$ cat src/rtl/adder_pkg.sv
// rtl/adder_pkg.sv - shared mode type and overflow helper for the pipelined adder
package adder_pkg;

  typedef enum logic {
    MODE_ADD = 1'b0,
    MODE_SUB = 1'b1
  } mode_e;

  localparam int MAX_STAGES = 8;

  // Signed overflow: operands agree in sign but the result does not.
  function automatic logic ovf_f(input logic a_msb, input logic b_msb, input logic s_msb);
    return (a_msb == b_msb) && (s_msb != a_msb);
  endfunction

endpackage

$ cat src/rtl/adder_pipe_stage.sv
// rtl/adder_pipe_stage.sv - one chunk of the carry-pipelined adder with its carry and valid registers
module adder_pipe_stage #(
  parameter int CHUNK = 4
) (
  input  logic             clk,
  input  logic             rst,
  input  logic             en,
  input  logic             in_valid,
  input  logic [CHUNK-1:0] a,
  input  logic [CHUNK-1:0] b,
  input  logic             cin,
  output logic             out_valid,
  output logic [CHUNK-1:0] sum,
  output logic             cout
);

  logic [CHUNK:0] total;

  assign total = {1'b0, a} + {1'b0, b} + {{CHUNK{1'b0}}, cin};

  // Register this chunk's result and carry; bubbles move through like beats.
  always_ff @(posedge clk) begin
    if (rst) begin
      out_valid <= 1'b0;
      sum       <= '0;
      cout      <= 1'b0;
    end else if (en) begin
      out_valid <= in_valid;
      sum       <= total[CHUNK-1:0];
      cout      <= total[CHUNK];
    end
  end

endmodule

$ cat src/rtl/adder_pipe.sv
// rtl/adder_pipe.sv - stallable carry-pipelined adder/subtractor with valid/ready on both sides
module adder_pipe
  import adder_pkg::*;
#(
  parameter int WIDTH  = 8,
  parameter int STAGES = 2
) (
  input  logic             clk,
  input  logic             rst,
  input  logic             in_valid,
  output logic             in_ready,
  input  mode_e            mode,
  input  logic [WIDTH-1:0] in1,
  input  logic [WIDTH-1:0] in0,
  output logic             out_valid,
  input  logic             out_ready,
  output logic [WIDTH-1:0] sum_out,
  output logic             carry_out,
  output logic             overflow_out
);

  localparam int CHUNK = WIDTH / STAGES;

  if (STAGES < 1 || STAGES > MAX_STAGES) begin : g_bad_stages
    $error("adder_pipe: STAGES must be in 1..8");
  end
  if (WIDTH % STAGES != 0) begin : g_bad_width
    $error("adder_pipe: WIDTH must be a multiple of STAGES");
  end

  // Stage k still carries the operand bits from chunk k upward; offsets pack those
  // shrinking slices (and the growing result slices) into single flat vectors.
  function automatic int op_off(input int k);
    int o = 0;
    for (int j = 0; j < k; j++) o += WIDTH - j * CHUNK;
    return o;
  endfunction

  function automatic int res_off(input int k);
    int o = 0;
    for (int j = 0; j < k; j++) o += (j + 1) * CHUNK;
    return o;
  endfunction

  localparam int OP_BITS  = op_off(STAGES);
  localparam int RES_BITS = res_off(STAGES);
  localparam int L_LO     = op_off(STAGES - 1);

  logic                adv;
  logic [WIDTH-1:0]    b_eff;
  logic [OP_BITS-1:0]  a_chain;
  logic [OP_BITS-1:0]  b_chain;
  logic [RES_BITS-1:0] r_chain;
  logic [STAGES-1:0]   v_chain;
  logic [STAGES-1:0]   c_chain;
  logic                am_q;
  logic                bm_q;

  assign adv      = ~out_valid | out_ready;
  assign in_ready = adv;
  assign b_eff    = (mode == MODE_SUB) ? ~in0 : in0;

  for (genvar k = 0; k < STAGES; k++) begin : g_st
    localparam int REM  = WIDTH - k * CHUNK;
    localparam int A_LO = op_off(k);
    localparam int R_LO = res_off(k);

    logic [CHUNK-1:0] s_q;
    logic             c_in;
    logic             v_in;

    if (k == 0) begin : g_head
      assign a_chain[A_LO +: REM]   = in1;
      assign b_chain[A_LO +: REM]   = b_eff;
      assign c_in                   = (mode == MODE_SUB);
      assign v_in                   = in_valid;
      assign r_chain[R_LO +: CHUNK] = s_q;
    end else begin : g_body
      localparam int P_LO  = op_off(k - 1);
      localparam int PR_LO = res_off(k - 1);

      logic [REM-1:0]       a_sk;
      logic [REM-1:0]       b_sk;
      logic [k*CHUNK-1:0]   lo_q;

      // Skew the untouched upper operand chunks and deskew the finished low result chunks.
      always_ff @(posedge clk) begin
        if (rst) begin
          a_sk <= '0;
          b_sk <= '0;
          lo_q <= '0;
        end else if (adv) begin
          a_sk <= a_chain[P_LO+CHUNK +: REM];
          b_sk <= b_chain[P_LO+CHUNK +: REM];
          lo_q <= r_chain[PR_LO +: k*CHUNK];
        end
      end

      assign a_chain[A_LO +: REM]         = a_sk;
      assign b_chain[A_LO +: REM]         = b_sk;
      assign c_in                         = c_chain[k-1];
      assign v_in                         = v_chain[k-1];
      assign r_chain[R_LO +: (k+1)*CHUNK] = {s_q, lo_q};
    end

    adder_pipe_stage #(.CHUNK(CHUNK)) u_stage (
      .clk       (clk),
      .rst       (rst),
      .en        (adv),
      .in_valid  (v_in),
      .a         (a_chain[A_LO +: CHUNK]),
      .b         (b_chain[A_LO +: CHUNK]),
      .cin       (c_in),
      .out_valid (v_chain[k]),
      .sum       (s_q),
      .cout      (c_chain[k])
    );
  end

  // Keep the operand sign bits (B after inversion) beside the result for the overflow flag.
  always_ff @(posedge clk) begin
    if (rst) begin
      am_q <= 1'b0;
      bm_q <= 1'b0;
    end else if (adv) begin
      am_q <= a_chain[L_LO+CHUNK-1];
      bm_q <= b_chain[L_LO+CHUNK-1];
    end
  end

  assign out_valid    = v_chain[STAGES-1];
  assign carry_out    = c_chain[STAGES-1];
  assign sum_out      = r_chain[res_off(STAGES-1) +: WIDTH];
  assign overflow_out = ovf_f(am_q, bm_q, sum_out[WIDTH-1]);

endmodule

$ cat config.mk
export PLATFORM = sky130hd
export DESIGN_NAME = adder_pipe
export DESIGN_NICKNAME = d
export VERILOG_FILES = /design/src/rtl/adder_pkg.sv /design/src/rtl/adder_pipe_stage.sv /design/src/rtl/adder_pipe.sv
export SDC_FILE = /design/constraint.sdc
export NUM_CORES = 1
export LEC_CHECK = 0
export CORE_AREA = 2 2 63 50
export DETAILED_ROUTE_END_ITERATION = 8
export DIE_AREA = 0 0 65 52
export PLACE_DENSITY = 0.82
export SYNTH_ARGS = -nofsm -noshare
export SYNTH_HDL_FRONTEND = slang
export SYNTH_SLANG_ARGS = --single-unit
export TNS_END_PERCENT = 5
$ cat constraint.sdc
create_clock -name clk -period 1.7 [get_ports clk]
set_input_delay 0.17 -clock clk [delete_from_list [all_inputs] [get_ports clk]]
set_output_delay 0.17 -clock clk [all_outputs]
set_load 0.03 [all_outputs]
# After elaboration in Yosys (flattened, before gate mapping)
# Cells that the tools add are included.
# totals
register_bits	26
in_bits	21
wordCells	22
# op_classes
addsub	4
eq_ne	2
n_mux	1
bitwise_logic	3
n_reduce_logical	1
# ops
operator	count
4-bit by 4-bit adder with 5-bit output	2
5-bit by 1-bit adder with 5-bit output	2
8-bit two-way mux	1
8-bit NOT	1
1-bit == test	1
1-bit logical AND	1
1-bit != test	1
1-bit NOT	1
1-bit bitwise OR	1

# Longest topological paths before layout
# depth
ltp_word	4
mapped_depth	6
depth_no_buf	6

# Modules after synthesis
# From an unflattened synthesis, not the netlist that was laid out.
# hier_totals
hier_cells	144
area_unflattened_um2	1353.8
# by_module_without_submodules
mod	n_inst	cells_each	area_each_um2
adder_pipe	1	70	608.1
adder_pipe_stage at g_st[1].u_stage	1	37	374.1
adder_pipe_stage at g_st[0].u_stage	1	37	371.6

# Worst setup path after synthesis
# No wires, ideal clock.
# synth_timing
path_kind	in2reg
from	in mode
to	reg g_st[0].u_stage.cout
arrival_ns	1.428
required_ns	1.570
setup_slack_ns	0.142
stages	6
n_path_buf	1
path_cell_list	buf_6 > mux2_4 > fa_1 > a21o_1 > a211oi_1 > nor3_1
# synth_between
elab_chain_len	3
# synth_rtl
element	line	rtl
start, declared	adder_pipe.sv:12	input mode_e mode,
8-bit two-way mux	adder_pipe.sv:61	assign b_eff = (mode == MODE_SUB) ? ~in0 : in0;
4-bit by 4-bit adder with 5-bit output	adder_pipe_stage.sv:19	assign total = {1'b0, a} + {1'b0, b} + {{CHUNK{1'b0}}, cin};
5-bit by 1-bit adder with 5-bit output (*)	adder_pipe_stage.sv:19	
end signal, assigned	adder_pipe_stage.sv:30	cout <= total[CHUNK];
end, declared	adder_pipe_stage.sv:14	output logic cout
# Mark *: on every way between the ends. The rest lies on a longest branch, timed or not.
# A chain may end at the register's enable or synchronous reset.

# Final worst setup path
# layout_timing
from	in in0[0]
to	reg g_st[0].u_stage.cout
# layout_between
elab_chain_len	4
# layout_rtl
element	line	rtl
start, declared	adder_pipe.sv:14	input logic [WIDTH-1:0] in0,
8-bit NOT	adder_pipe.sv:61	
8-bit two-way mux (*)	adder_pipe.sv:61	
4-bit by 4-bit adder with 5-bit output (*)	adder_pipe_stage.sv:19	
5-bit by 1-bit adder with 5-bit output (*)	adder_pipe_stage.sv:19	
# Marked as above.

==> metrics.md <==
| Metric | Value |
|---|---|
| Buf+Inv Stages, Crit Path | `1` |
| Crit-path leading delay family | `buffers and inverters` |
| Clk_skew | `0.00203 ns` |
| Post-Synthesis Cells | `~150` |
| CP startpoint kind | `input pin` |
| Seq cells post-synth | `26` |
| PD cells | `roughly 840 nW/um2` |
| Global routing's busiest layer | `met2` |
| Post-DR vias/cell | `~5` |
| Internal | `0.00104 W` |
| Async SR Flop Fraction | `0%` |
| CTS Sinks | `26` |
| Clock-pin slew on the worst setup and hold paths | `around 0.08 ns` |
| Post-synthesis compound-gate area fraction | `16.8%` |
| Hold Path Sink | `g_st[1].g_body.lo_q[0]` |
| Multiplexer share of the synthesized area | `1.17%` |
| Final ANT Viol Nets | `0` |
| Main combinational cell family by area after synthesis | `simple AND/OR/NAND/NOR gates` |
| Die X | `65 um` |
| First-pass GRT wire length | `approximately 4500 um` |
| Worst setup path class | `input pin to flop` |
| CP Data Required Time | `1.86 ns` |
| Later-pin clock latency in the skew report | `0.26 ns` |
| Core Area | `2790 um2` |
| Post-synthesis simple-gate area fraction | `around a fifth` |
| Die Area | `around 3400 um2` |
| # diodes | `0` |
| Cell Area, Synth | `approximately 1300 um2` |
| Total GRT Usage | `approximately 17%` |
| Seq/Total Area, Yosys | `40.7%` |
| Largest net degree at the start of global routing | `31` |
| Xor-xnor portion of the synthesized cell area | `slightly below 7%` |
| Final Hold Viols | `0` |
| FF-to-FF path depth | `4` |
| Placed Cells | `219` |
| Met2 usage | `around 32%` |
| Clock share of power | `roughly 23%` |
| Max-slew violations | `0` |
| Slowest Stage Delay on Critical Path | `roughly 0.5 ns` |
| M1 GR Usage | `between 20% and 30%` |
| Avg WL per Cell | `approximately 13 um` |
| Placer congestion estimate | `about 0.75` |
| PortBufs | `32` |
| Gr ovfl total | `0` |
| Period Utilization, post-route | `between 90% and 100%` |
| NetSw | `0.000426 W` |
| Max transition margin | `79.1%` |
| Fraction of post-synthesis cell area in the top cell type by area | `40.7%` |
| Die Y-Extent | `roughly 52 um` |
| Outcome | `finished, final reports clean` |
| Vias in the first global route | `roughly 1100` |
| Routed wire length | `approximately 2800 um` |
| H-tree levels | `1` |
| Number of enable flip-flop cells after synthesis | `0` |
| Worst-Margin Slew | `between 0.3 and 0.4 ns` |
| Grt met3 use | `about 2.6%` |
| Maximum buffer depth of the clock tree | `2` |
| Syn avg cell area | `approximately 8.7 um2` |
| DRT iter0 DRCs | `32` |
| Vias | `about 1100` |
| Final setup viols | `0` |
| Peak Freq | `approximately 0.60 GHz` |
| WHS Path Cells | `2` |
| Leakage | `0.712 nW` |
| Worst R2R Setup Slack | `roughly 0.16 ns` |
| NumNets Final | `approximately 220` |
| RR Startpoint | `g_st[1].g_body.a_sk[0]` |
| Area Overhead vs Synth | `36.9%` |
| Area share of fa/ha/maj cells after synthesis | `a little over a tenth` |
| Pre-antenna DRT Iters | `4` |
| Fraction of layout cells with a size suffix above 1 | `a little under an eighth` |
| CP cell instances | `clkdlybuf4s50_1, mux2_4, fa_2, a21o_1, a211oi_2, nor3_1` |
| Worst vdd ir | `around 0.35 mV` |
| CP startpoint | `in0[0]` |
| Layout Cells excl Fill | `roughly 220` |
| Tot Pwr | `~0.0015 W` |
| Top post-synthesis cells by area | `dfxtp_1 (41%), nand2_1 (8.8%), a21oi_1 (5.9%), ha_1 (5.9%), a211oi_1 (5.3%)` |
| CP max-delay cell | `clkdlybuf4s50_1` |
| Setup Fix Bufs, Post-CTS | `0` |
| Most used flip-flop cell after synthesis | `dfxtp_1` |
| Syn. warnings | `0` |
| CP max FO | `2` |
| Hold path start | `g_st[1].g_body.lo_q[0]` |
| Worst Path Arrival | `between 1.5 and 2 ns` |
| Initial core utilization | `45.9%` |
| Cell variety after synth | `30` |
| Floorplan row count | `17` |
| Combinational share of power | `~29%` |
| Worst Hold Class | `flop to flop` |
| CTS tree | `done` |
| MaxCap Viol Count | `0` |
| Period minus WS final | `roughly 1.7 ns` |
| Mapped Nets | `177` |
| Part of the power in registers | `48.2%` |
| Antenna violations before repair | `0` |
| DRC | `0` |
| Post-synth top area cell | `dfxtp_1` |
| Num ports | `33` |
| R2R Path End | `g_st[1].u_stage.sum[1]` |
| Switching part of the total | `about 29%` |
| Post-DP HPWL | `about 2100 um` |
| Root buffer cell | `clkbuf_8` |
| Crit end category | `flop` |
| Num CTS Buffers | `3` |
-- state kept, by name, summed over array words and instances (netlist names) --
signal and flops:
g_st.g_body.lo_q 4, g_st.u_stage.cout 2, g_st.u_stage.out_valid 2, g_st.u_stage.sum 8
g_st.g_body.a_sk 4, am_q 1, bm_q 1, g_st.g_body.b_sk 4
-- per-layer routing --
metal | wire (um) | up-vias
met5 | 0 | -
met3 | 123 | 2
met2 | 1390 | 31
met4 | 8 | 0
met1 | 1280 | 506
li1 | - | 568
-- metrics by stage --
step                      util, %  setup TNS, ns  worst slack (ns)  instance area, um2  hold slack (ns)
after floorplan                 -              0             0.142                1280            0.310
after global placement       60.4         -0.745            -0.260                1680            0.438
after detailed placement     60.4          -1.05            -0.378                1680            0.446
after CTS                    62.1              0            0.0130                1730            0.458
after global routing         62.8        -0.0199           -0.0199                1750            0.478
final                        62.8              0            0.0350                1750            0.454
-- cell usage after synthesis (2+ instances only) --
master	n
nand2_1	30
dfxtp_1	26
a21oi_1	15
nor2_1	14
a211oi_1	9
ha_1	6
xnor2_1	6
buf_2	5
inv_1	4
xor2_1	4
a21o_1	3
fa_1	3
buf_1	2
nand2b_1	2
nand3b_1	2
o21ai_0	2
-- power by group through the flow --
stage               Sequential, W  Combinational [W]  Clock [W]
floorplan                0.000762           0.000195          0
global placement         0.000717           0.000391          0
detailed placement       0.000720           0.000409          0
CTS                      0.000706           0.000410   0.000347
global route             0.000714           0.000460   0.000370
finish                   0.000706           0.000419   0.000340
-- kinds of logic (layout without fill, tap and decap cells) --
kind of cell / Yosys count / count (layout)
DFF: 26 / 26
AOI/OAI and AO/OA: 33 / 33
adders and majority gates: 9 / 9
muxes: 1 / 1
xor gates and xnor gates: 10 / 10
and+or+nand+nor: 55 / 55
buffers and inverters: 13 / 50
-- worst register-to-register path, delay by kind of cell (launching register included) --
| family | cells | cell delay [ns] |
|---|---|---|
| adder cells (fa/ha/maj) | 2 | 0.85 |
| AO/OA/AOI/OAI | 1 | 0.19 |
| buffers and inverters | 1 | 0.08 |
| flip-flops | 1 | 0.34 |
-- how the worst max path moves through the flow --
stage / endpoint / depth (start not counted)
finish: g_st[0].u_stage.cout / 6
global route: g_st[0].u_stage.sum[3] / 6
CTS: in_ready / 3
detailed placement: g_st[0].u_stage.sum[3] / 6
global placement: g_st[0].u_stage.cout / 6
floorplan: g_st[0].u_stage.cout / 6
-- placed cells by master (no fill, tap or decap), drive strengths merged, types with 2 or more instances in the layout --
cell type       n
dfxtp          26
buf            11
nand2b          2
ha              6
nor2           14
nor2b           2
nand2          30
xnor2           6
nand3b          2
o21ai           2
fa              3
a21oi          15
a21o            3
clkdlybuf4s50  29
clkbuf          3
inv             4
a211oi          9
xor2            4
dlygate4sd2     2
-- repair_timing --
action | 4_1_cts | 5_1_grt
pin swaps | 0 | 2
resized for setup | 4 | 3
endpoints found under the setup margin | 3 | 4
hold buffers | 0 | 0
-- cell type report --
| cell class | instances | area, um2 |
|---|---|---|
| well taps | 38 | 47.5 |
| multi-input cells | 108 | 723 |
| flip-flops and latches | 26 | 520 |
| clock buffers | 3 | 41.3 |
| repair buffers | 43 | 403 |
| fillers | 244 | 1040 |
| inverters | 4 | 15.0 |
(Power assumes the default switching activity.)
